[src/rtl/thread_seq.sv]
// thread_seq: four-thread round-robin instruction fetch sequencer with
// per-thread PCs, branch redirect, and squash of in-flight fetches.
module thread_seq #(
    parameter logic [31:0] RESET_PC = 32'h0000_0000,
    parameter logic [31:0] PC_STEP  = 32'd4
) (
    input  logic        clk,
    input  logic        rst,
    input  logic [3:0]  run_mask,
    output logic        f_enable,
    output logic        write_mode,
    output logic [31:0] addr,
    output logic [1:0]  thread,
    input  logic [31:0] data_i,
    input  logic        ack,
    input  logic        br_valid,
    input  logic [1:0]  br_thread,
    input  logic [31:0] br_target,
    output logic        inst_valid,
    output logic [31:0] inst,
    output logic [31:0] inst_pc,
    output logic [1:0]  inst_thread,
    input  logic        inst_ready
);
    typedef enum logic [1:0] {IDLE, REQ, HOLD} state_t;

    state_t      state, state_n;
    logic [31:0] pc [4];
    logic [31:0] pc_n [4];
    logic [1:0]  last, last_n, sel, thread_n, inst_thread_n;
    logic        kill, kill_n, f_enable_n, inst_valid_n, hit_req, accept;
    logic [31:0] addr_n, inst_n, inst_pc_n;

    assign write_mode = 1'b0;

    // Nearest enabled thread after the last issued one; falls back to last itself.
    always_comb begin
        sel = last;
        for (int k = 3; k >= 1; k--)
            if (run_mask[last + 2'(k)]) sel = last + 2'(k);
    end

    always_comb begin
        state_n       = state;
        f_enable_n    = f_enable;
        addr_n        = addr;
        thread_n      = thread;
        inst_valid_n  = inst_valid;
        inst_n        = inst;
        inst_pc_n     = inst_pc;
        inst_thread_n = inst_thread;
        last_n        = last;
        kill_n        = kill;
        accept        = 1'b0;
        hit_req       = br_valid && br_thread == thread;
        case (state)
            IDLE: if (|run_mask) begin
                state_n    = REQ;
                f_enable_n = 1'b1;
                thread_n   = sel;
                addr_n     = (br_valid && br_thread == sel) ? br_target : pc[sel];
            end
            REQ: if (ack) begin
                f_enable_n = 1'b0;
                kill_n     = 1'b0;
                if (kill || hit_req) begin
                    state_n = IDLE;
                    last_n  = thread;
                end else begin
                    state_n       = HOLD;
                    inst_valid_n  = 1'b1;
                    inst_n        = data_i;
                    inst_pc_n     = addr;
                    inst_thread_n = thread;
                end
            end else if (hit_req) begin
                kill_n = 1'b1;
            end
            HOLD: if (inst_ready) begin
                accept       = 1'b1;
                inst_valid_n = 1'b0;
                last_n       = inst_thread;
                state_n      = IDLE;
            end else if (br_valid && br_thread == inst_thread) begin
                inst_valid_n = 1'b0;
                state_n      = IDLE;
            end
            default: state_n = IDLE;
        endcase
        // Redirect beats the post-accept increment on the same thread.
        for (int i = 0; i < 4; i++)
            pc_n[i] = (br_valid && br_thread == 2'(i)) ? br_target :
                      (accept && inst_thread == 2'(i)) ? inst_pc + PC_STEP : pc[i];
    end

    always_ff @(posedge clk or posedge rst) begin
        if (rst) state <= IDLE;
        else     state <= state_n;
    end

    always_ff @(posedge clk or posedge rst) begin
        if (rst) begin
            f_enable    <= 1'b0;
            addr        <= '0;
            thread      <= '0;
            inst_valid  <= 1'b0;
            inst        <= '0;
            inst_pc     <= '0;
            inst_thread <= '0;
            kill        <= 1'b0;
            last        <= 2'd3;
            for (int i = 0; i < 4; i++) pc[i] <= RESET_PC;
        end else begin
            f_enable    <= f_enable_n;
            addr        <= addr_n;
            thread      <= thread_n;
            inst_valid  <= inst_valid_n;
            inst        <= inst_n;
            inst_pc     <= inst_pc_n;
            inst_thread <= inst_thread_n;
            kill        <= kill_n;
            last        <= last_n;
            for (int i = 0; i < 4; i++) pc[i] <= pc_n[i];
        end
    end
endmodule

[config.mk]
export PLATFORM = sky130hd
export DESIGN_NAME = thread_seq
export DESIGN_NICKNAME = d
export VERILOG_FILES = /design/src/rtl/thread_seq.sv
export SDC_FILE = /design/constraint.sdc
export NUM_CORES = 1
export LEC_CHECK = 0
export BUFFER_PORTS_ARGS = -buffer_cell sky130_fd_sc_hd__buf_2
export CELL_PAD_IN_SITES_DETAIL_PLACEMENT = 0
export CELL_PAD_IN_SITES_GLOBAL_PLACEMENT = 1
export CORE_MARGIN = 2
export CORE_UTILIZATION = 25
export DETAILED_ROUTE_END_ITERATION = 10
export GPL_TIMING_DRIVEN = 0
export PLACE_DENSITY = 0.51
export SLEW_MARGIN = 10
export SYNTH_ARGS = -nofsm -noshare
export SYNTH_HDL_FRONTEND = slang
export SYNTH_SLANG_ARGS = --single-unit
export TNS_END_PERCENT = 20
[constraint.sdc]
create_clock -name clk -period 18.4 [get_ports clk]
set_input_delay 2.76 -clock clk [delete_from_list [all_inputs] [get_ports clk]]
set_output_delay 2.76 -clock clk [all_outputs]
set_load 0.01 [all_outputs]
**Word-level counts from Yosys, hierarchy flattened**

Index checks and enable logic that the tools add are counted.

- Bits in registers: 235
- Latch bits: 0
- RAM bits: 0
- ROM bits: 0
- Input bits: 75
- Output and inout port bits: 103
- Word-level logic and storage cells: 114
- Memories: 0

- Add/subtract/negate cells: 4
- Multiply operators: 0
- Divide/modulo/power cells: 0
- $lt $le $gt $ge: 4
- Eq/ne operators: 17
- Shift-type cells: 0
- Multiplexer cells: 43
- Bitwise gates (word level): 2
- Reduce and logical (&&, ||, !) cells: 30

Operator list:

| operator | count |
|---|---|
| 2-to-1 mux 32 bit | 11 |
| binary-select mux 32 bit (select 2 bit) | 1 |
| adder 32 x 3 -> 32 bit, second input constant | 1 |
| 2-to-1 mux 2 bit | 11 |
| nonzero test 2 bit | 7 |
| 2-to-1 mux 1 bit | 13 |
| logical AND 1 bit | 11 |
| == test 2 bit, second input constant | 5 |
| != test 2 bit, second input constant | 5 |
| less-than comparator 2 x 3 -> 1 bit, second input constant | 3 |
| AND reduction 3 bit | 3 |
| AND reduction 4 bit | 2 |
| binary-select mux 1 bit (select 2 bit) | 3 |
| == test 2 x 1 -> 1 bit, second input constant | 3 |
| == test 2 bit | 3 |
| zero test 2 bit | 3 |
| one-hot mux 2 bit (3 select lines) | 1 |
| adder 2 bit, second input constant | 2 |
| one-hot mux 1 bit (2 select lines) | 2 |
| one-hot mux 2 bit (2 select lines) | 1 |
| AND reduction 2 bit | 2 |
| OR reduction 4 bit | 1 |
| greater-or-equal comparator 3 bit, second input constant | 1 |
| != test 3 bit, second input constant | 1 |
| 4 further kinds | 4 |

**Logic depth before layout (Yosys ltp)**

Gate-level depths: netlist (run 1).

- Depth after elaboration: 11
- Mapped depth: 8
- Depth with buffers taken out: 7

**Worst setup path before layout (run 1)**

No wires, ideal clock.

- Kind: input-to-reg
- Start: input port run_mask[1]
- End: register addr[10]
- Library setup time: 0.137 ns
- Arrival time: 4.544 ns
- Required time: 18.263 ns
- Path slack: 13.719 ns
- Stages: 7
- Path buffers: 1
- Cell sequence: nor2b_1 > o21ba_1 > or4_4 > a2111oi_4 > buf_6 > mux2i_1 > a21oi_1

- Cells in the longest elaborated chain, start to end: 10
- Elaborated cells on any way between the ends: 18
- Classes of those cells: eq/ne (1); mux (13); bitwise (1); reduce/logical (3)

RTL lines:

| what | line | source |
|---|---|---|
| start, declared | 9 | `input logic [3:0] run_mask,` |
| binary-select mux 1 bit (select 2 bit) | 40 | `if (run_mask[last + 2'(k)]) sel = last + 2'(k);` |
| 2-to-1 mux 1 bit (implied by the code) | 40 |  |
| 2-to-1 mux 2 bit (3 in a row) | 40 |  |
| inverter 2 -> 3 bit (implied by the code) | 61 | `addr_n = (br_valid && br_thread == sel) ? br_target : pc[sel];` |
| binary-select mux 32 bit (select 2 bit) | 61 |  |
| 2-to-1 mux 32 bit (implied by the code) (2 in a row) | 61 |  |
| 2-to-1 mux 32 bit | 61 |  |
| end signal, assigned | 115 | `addr <= addr_n;` |
| end, declared | 12 | `output logic [31:0] addr,` |

Parallel ways exist; a longest one is shown, timed or not. The select of a mux whose other input is x is not followed.
A chain may end at the register's enable or synchronous reset.

**Worst setup path after layout (run 1)**

- Start: input port run_mask[1]
- End: register addr[21]

Same word-level chain as after synthesis.

==> results_dict.tcl, run 1 <==
set metrics [dict create \
    path_clk_slew_ns 0.06 \
    synth_ff_type "dfrtp_1" \
    slew_headroom 0.192 \
    core_um2 45400 \
    reg2reg_from "last[0]" \
    timing.rr.end "addr[21]" \
    max-cap-violations 0 \
    yosys-top-cells-count "233 x dfrtp_1, 135 x o21ai_0, 114 x a21oi_1, 112 x nand2_1, 103 x nor2_1" \
    layout_min_cycle_time_ns 5.17 \
    crit_chain "buf_2 > nor2b_1 > o21ba_1 > nor3_2 > buf_2 > mux4_2 > mux2i_1 > a21oi_1" \
    cpMaxStageDelayCell "nor3_2" \
    worstMarginPinSlew_ns 1.20 \
    crit_fanout 10 \
    grt_pass1_wl_mm 66.1 \
    synth_most_common_cell "dfrtp_1" \
    antenna_cells 0 \
    syn_avg_cell_area_um2 10.3 \
    drc 0 \
    final_layout_size_suffix_gt1_frac 0.257 \
    p_leak_uw 0.00607 \
    insertion_delay_ns 0.58 \
    netlist.area_leader.share 0.506 \
    syn-instance-count 1114 \
    fin_nets 1403 \
    worstRegToRegCells 7 \
    rsz0062_at_grt "no" \
    synth_cell_types 47 \
    ys_ff_latch 235 \
    fin_crit_sh 0.281 \
    yosysTopAreaCell "dfrtp_1" \
    hold_path.class "reg2reg" \
    place_congestion 0.773 \
    wirelength_mm 44.3 \
    dieArea_um2 47800 \
    first_pass_iters 5 \
    ir_drop_uv 69.2 \
    area_delta_synth_final_pct 23.9 \
    ys_seq_area_frac 0.511 \
    yosysWarnings 0 \
    hold_violations 0 \
    grt_start_max_net_pins 83 \
    grt-ovfl-total 0 \
    post_cts_resize_count 0 \
    yosys-top-cells-area "dfrtp_1 51%, mux2_2 6.3%, mux4_2 6.3%" \
    cts_hold_buffers 0 \
    cts_max_path_buffers 3 \
    cpMostUsedCell "buf_2" \
    grtUsageTotal 0.187 \
    setup-tns-final_ns 0 \
    cts_tree "yes" \
    min_from "f_enable" \
    crit_required_ns 18.83 \
    start_kind "primary input" \
    hold_path_depth 2 \
    worstPathArrival_ns 5.60 \
    vias 9581 \
    cp-end-kind "flip-flop" \
    pre_cts_ws_ns 12.62 \
    post_cts_buffers 0 \
    dieHeight_um 219 \
    critPathKind "in2reg" \
    grt_pass1_vias 9881 \
    ff2ff_setup_slack_ns 15.09 \
    powerDensity_nw_per_um2 176 \
    fin_skew_ns 0.0206 \
    crit_family "multiplexers" \
    start_util 0.254 \
    post-dp-hpwl_mm 30.9 \
    setup_viol 0 \
    clock.fmax_mhz 194 \
    htree_levels 1 \
    clockRootBuffer "clkbuf_16" \
    clock-sinks 235 \
    fin_ws_ns 13.23 \
    die_x_um 219 \
    portBuffers 176 \
    drt-vias-per-instance 4.92 \
    row_count 78 \
    ant_nets 0 \
    initialDrtViolationCount 686 \
    antenna_found_initial 3 \
    cts_inserted_buffers 30 \
    hold_end "f_enable" \
    wire_per_inst_um 22.7 \
    ys_async_sr_fraction 1.00 \
    synth_edf_count 0 \
    cp_slowest_stage_delay_ns 0.69 \
    final_max_slew_viol_count 0 \
    syn_nets 1190 \
    syn_area_um2 11500 \
    worst-path-buf-inv 2 \
    outcome "finished clean" \
    ios 178 \
]
worst reg2reg max path, cell delays in order (launching register included):
cell	delay [ns]
dfstp_2	0.55
nor2b_1	0.08
o21ba_1	0.22
nor3_2	0.69
buf_2	0.54
mux4_2	0.57
mux2i_1	0.38
a21oi_1	0.13
area by class of cell:
type	count	area [um2]
plain buffers	77	342
clock buffers	48	930
repair buffers	181	962
multi-input cells	796	5280
well taps	600	751
fillers	4785	31100
flip-flops and latches	235	5880
inverters	6	30.0
clock inverters	6	82.6
worst max path at each step:
stage,start,endpoint,slack [ns],cells past startpoint
after detailed placement,run_mask[1],addr[21],12.62,8
after global routing,run_mask[1],addr[21],13.03,8
after CTS,run_mask[1],addr[21],13.22,8
after floorplan,rst,addr[0],9.20,1
after global placement,rst,inst_valid,5.42,2
final,run_mask[1],addr[21],13.23,8
sequential cells by signal, summed over array words and instances (netlist names):
register	cells
pc	128
inst_thread	2
thread	2
last	2
kill	1
state	2
addr	32
inst_pc	32
inst	32
f_enable	1
inst_valid	1
routing by layer:
metal,up-vias,share of wire,global-route usage
met5,-,0.00029,0
met4,2,0.019,0.0474
met3,49,0.049,0.0245
met2,260,0.48,0.304
met1,4883,0.45,0.260
li1,4387,-,-
cells by family after synthesis:
| family | Yosys count | synth area share |
|---|---|---|
| AOI/OAI and AO/OA | 284 | 0.132 |
| buffers and inverters | 83 | 0.0316 |
| adders and majority gates | 1 | 0.00109 |
| other | 1 | 0.000326 |
| muxes | 139 | 0.163 |
| xor gates and xnor gates | 32 | 0.0243 |
| and+or+nand+nor | 339 | 0.137 |
| DFF | 235 | 0.511 |
layout by cell type (no fill, tap or decap), drive strengths merged, types with 4 or more instances in the layout:
cell type	instances
a31oi	14
mux2i	43
dfrtp	233
buf	196
o211ai	8
mux2	64
xnor2	13
o21ai	135
nor2	103
xor2	19
nand4	7
and3	63
inv	6
nor2b	5
and2	5
clkbuf	107
nand2	112
mux4	32
nand3	16
o21a	4
nor3	8
a21oi	114
per-stage QoR:
| stage | area [um2] | utilization | hold WS, ns | std cells | total power (uW) |
|---|---|---|---|---|---|
| finish | 14300 | 0.314 | 0.481 | 1949 | 2510 |
| floorplan | 11500 | - | 0.482 | 1114 | 1520 |
| global placement | 13100 | 0.290 | 0.464 | 1890 | 1910 |
| detailed placement | 13200 | 0.292 | 0.465 | 1895 | 1930 |
| CTS | 14300 | 0.314 | 0.484 | 1949 | 2540 |
| global route | 14300 | 0.314 | 0.498 | 1949 | 2680 |
report_power, final:
part	total (uW)	switching [uW]	leakage [uW]	internal (uW)
combinational	990	541	0.00276	448
sequential	911	170	0.00281	741
clock	610	240	0.000496	370
(Power assumes the default switching activity.)
==> run 2, diff against run 1 <==
Settings changed: ABC_AREA set to 1, PLACE_DENSITY 0.51 to 0.55.
Clock period 18.4 ns to 4.7 ns, I/O delays scaled along.
==> results_dict.tcl, run 2 <==
set metrics [dict create \
    post-dp-hpwl_mm 39.8 \
    outcome "finished clean" \
    ys_seq_area_frac 0.478 \
    antenna_cells 0 \
    fill_cells 5357 \
    ys_async_sr_fraction 1.00 \
    final_cell_mix "546 x nand2_1, 233 x dfrtp_1, 220 x nand3_1" \
    syn-instance-count 1559 \
    cts_hold_buffers 0 \
    rsz0062_at_grt "no" \
    htree_levels 1 \
    fin_crit_sh 0.717 \
    fin_ws_ns 1.33 \
    cts_max_path_buffers 3 \
    vias 12300 \
    worstRegToRegCells 10 \
    yosys-top-cells-count "546 x nand2_1, 233 x dfrtp_1, 220 x nand3_1, 111 x inv_1, 57 x o21ai_0" \
    max-cap-violations 0 \
    grt_pass1_vias 12200 \
    hold_path.class "in2async" \
    grt-ovfl-total 0 \
    ios 178 \
    largest_register_ffs 128 \
    clock-sinks 235 \
    cts_tree "yes" \
    ys_ff_latch 235 \
    grtUsageTotal 0.216 \
    powerDensity_nw_per_um2 762 \
    path_clk_slew_ns 0.06 \
    synth_compound_area_frac 0.105 \
    post_cts_resize_count 0 \
    start_util 0.252 \
    synth_top_family_by_area "simple AND/OR/NAND/NOR gates" \
    yosysTopAreaCell "dfrtp_1" \
    first_pass_iters 5 \
    critPathKind "reg2reg" \
    antenna_found_initial 2 \
    hold_violations 0 \
    final_max_slew_viol_count 0 \
    clock.fmax_mhz 297 \
    yosys.area_share.xor_xnor 0.0163 \
    dp.cells 2405 \
    cp.depth 10 \
    worstMarginPinSlew_ns 1.08 \
    yosys-top-cells-area "dfrtp_1 47%, nand2_1 17%, nand3_1 9.0%" \
    synth_most_common_cell "nand2_1" \
    worstPathArrival_ns 3.78 \
    post_cts_buffers 0 \
    crit_chain "ha_1 > nand2_1 > nor2_1 > nand3_1 > nor3_1 > nand2_1 > nor2_1 > nand3_1 > xor2_1 > o21bai_1" \
    drt-vias-per-instance 4.98 \
    slew_headroom 0.282 \
    pre_cts_ws_ns 1.25 \
    die_x_um 226 \
    top_register "pc" \
    ir_drop_uv 315 \
    worst-path-buf-inv 0 \
    yosys.area_share.adder 0.00102 \
    row_count 81 \
    wire_per_inst_um 22.5 \
    fin_nets 1848 \
    final_common_cell "nand2_1" \
    insertion_delay_ns 0.57 \
    initialDrtViolationCount 934 \
    drc 0 \
    synth_edf_count 0 \
    cts_inserted_buffers 29 \
    start_kind "flip-flop" \
    cpMaxStageDelayCell "dfrtp_1" \
    layout_min_cycle_time_ns 3.37 \
    setup_viol 0 \
    place_congestion 0.854 \
    p_leak_uw 0.00744 \
    grt_start_max_net_pins 36 \
    crit_family "simple AND/OR/NAND/NOR gates" \
    ant_nets 0 \
    grt_pass1_wl_mm 81.3 \
    clockRootBuffer "clkbuf_16" \
    syn_area_um2 12300 \
    synth-simple-area-share 0.320 \
    synth_ff_type "dfrtp_1" \
    syn_nets 1635 \
    synthMuxAreaShare 0 \
    stdcell_count 2458 \
    synth_cell_types 41 \
    netlist.area_leader.share 0.474 \
    syn_avg_cell_area_um2 7.89 \
    dieArea_um2 51000 \
    fin_skew_ns 0.00667 \
    cp_slowest_stage_delay_ns 0.62 \
    crit_required_ns 5.11 \
    cp-end-kind "flip-flop" \
    area_delta_synth_final_pct 22.5 \
    wirelength_mm 55.3 \
    crit_fanout 8 \
    dieHeight_um 226 \
    final_layout_size_suffix_gt1_frac 0.183 \
    core_um2 48700 \
    portBuffers 175 \
    yosysWarnings 0 \
]
==> run 2: changes by cell type after synthesis, sizes merged, moves of 25 or more <==
cell,previous run,this run
o221ai,0,53
buf,15,59
nor2,103,53
o21ai,135,59
nand4,7,44
a21oi,114,12
nand3,16,224
mux2,64,0
and3,63,1
nand2,112,561
inv,6,119
clkbuf,59,34
mux4,32,0
mux2i,43,0
==> run 2: cell families after synthesis <==
logic type | after synthesis
AOI/OAI and AO/OA | 189
xor gates and xnor gates | 22
other | 1
buffers and inverters | 216
DFF | 235
adders and majority gates | 1
and+or+nand+nor | 895
==> run 2: path summary, 6_finish.rpt <==
| check | start | to | slack [ns] |
|---|---|---|---|
| min in group clk | data_i[16] | inst[16] | 0.33 |
| max in group asynchronous | rst | inst[7] | 3.11 |
| worst min-delay path | rst | inst_pc[1] | 0.21 |
| worst max register to register | inst_pc[2] | pc[116] | 1.33 |
| worst max-delay path | inst_pc[2] | pc[116] | 1.33 |
| worst min register to register | inst[16] | inst[16] | 0.47 |
==> run 2: metal layers <==
metal	wire length, um	GRT usage	up-vias
li1	-	-	5654
met1	24000	0.290	5988
met2	24900	0.339	503
met3	4540	0.0543	106
met4	1940	0.0735	2
met5	10	0	-
==> run 2: power breakdown <==
part	internal [uW]	switching [uW]
Combinational	1800	4010
Clock	1260	966
Sequential	2810	633
==> run 2: final cells by class <==
cell class	count	area [um2]	area share
clock inverters	15	105	0.00698
flip-flops and latches	235	5880	0.390
repair buffers	182	1020	0.0674
multi-input cells	1108	5460	0.362
inverters	123	470	0.0312
well taps	664	831	0.0551
plain buffers	93	497	0.0330
clock buffers	38	810	0.0537
==> run 2: worst reg2reg max path: stages (launching register included) <==
cell and delay, ns:
dfrtp_1 0.62, ha_1 0.29, nand2_1 0.08, nor2_1 0.24, nand3_1 0.19, nor3_1 0.53
nand2_1 0.20, nor2_1 0.16, nand3_1 0.16, xor2_1 0.61, o21bai_1 0.12
==> run 2: through the flow <==
step | utilization | instance area (um2) | hold WS (ns) | TNS, ns | power (uW)
global route | 0.309 | 15100 | 0.249 | 0 | 12300
global placement | 0.287 | 14000 | 0.460 | -242.33 | 9260
floorplan | - | 12300 | 0.459 | 0 | 6870
finish | 0.309 | 15100 | 0.215 | 0 | 11500
detailed placement | 0.290 | 14200 | 0.460 | 0 | 9290
CTS | 0.309 | 15100 | 0.217 | 0 | 11600
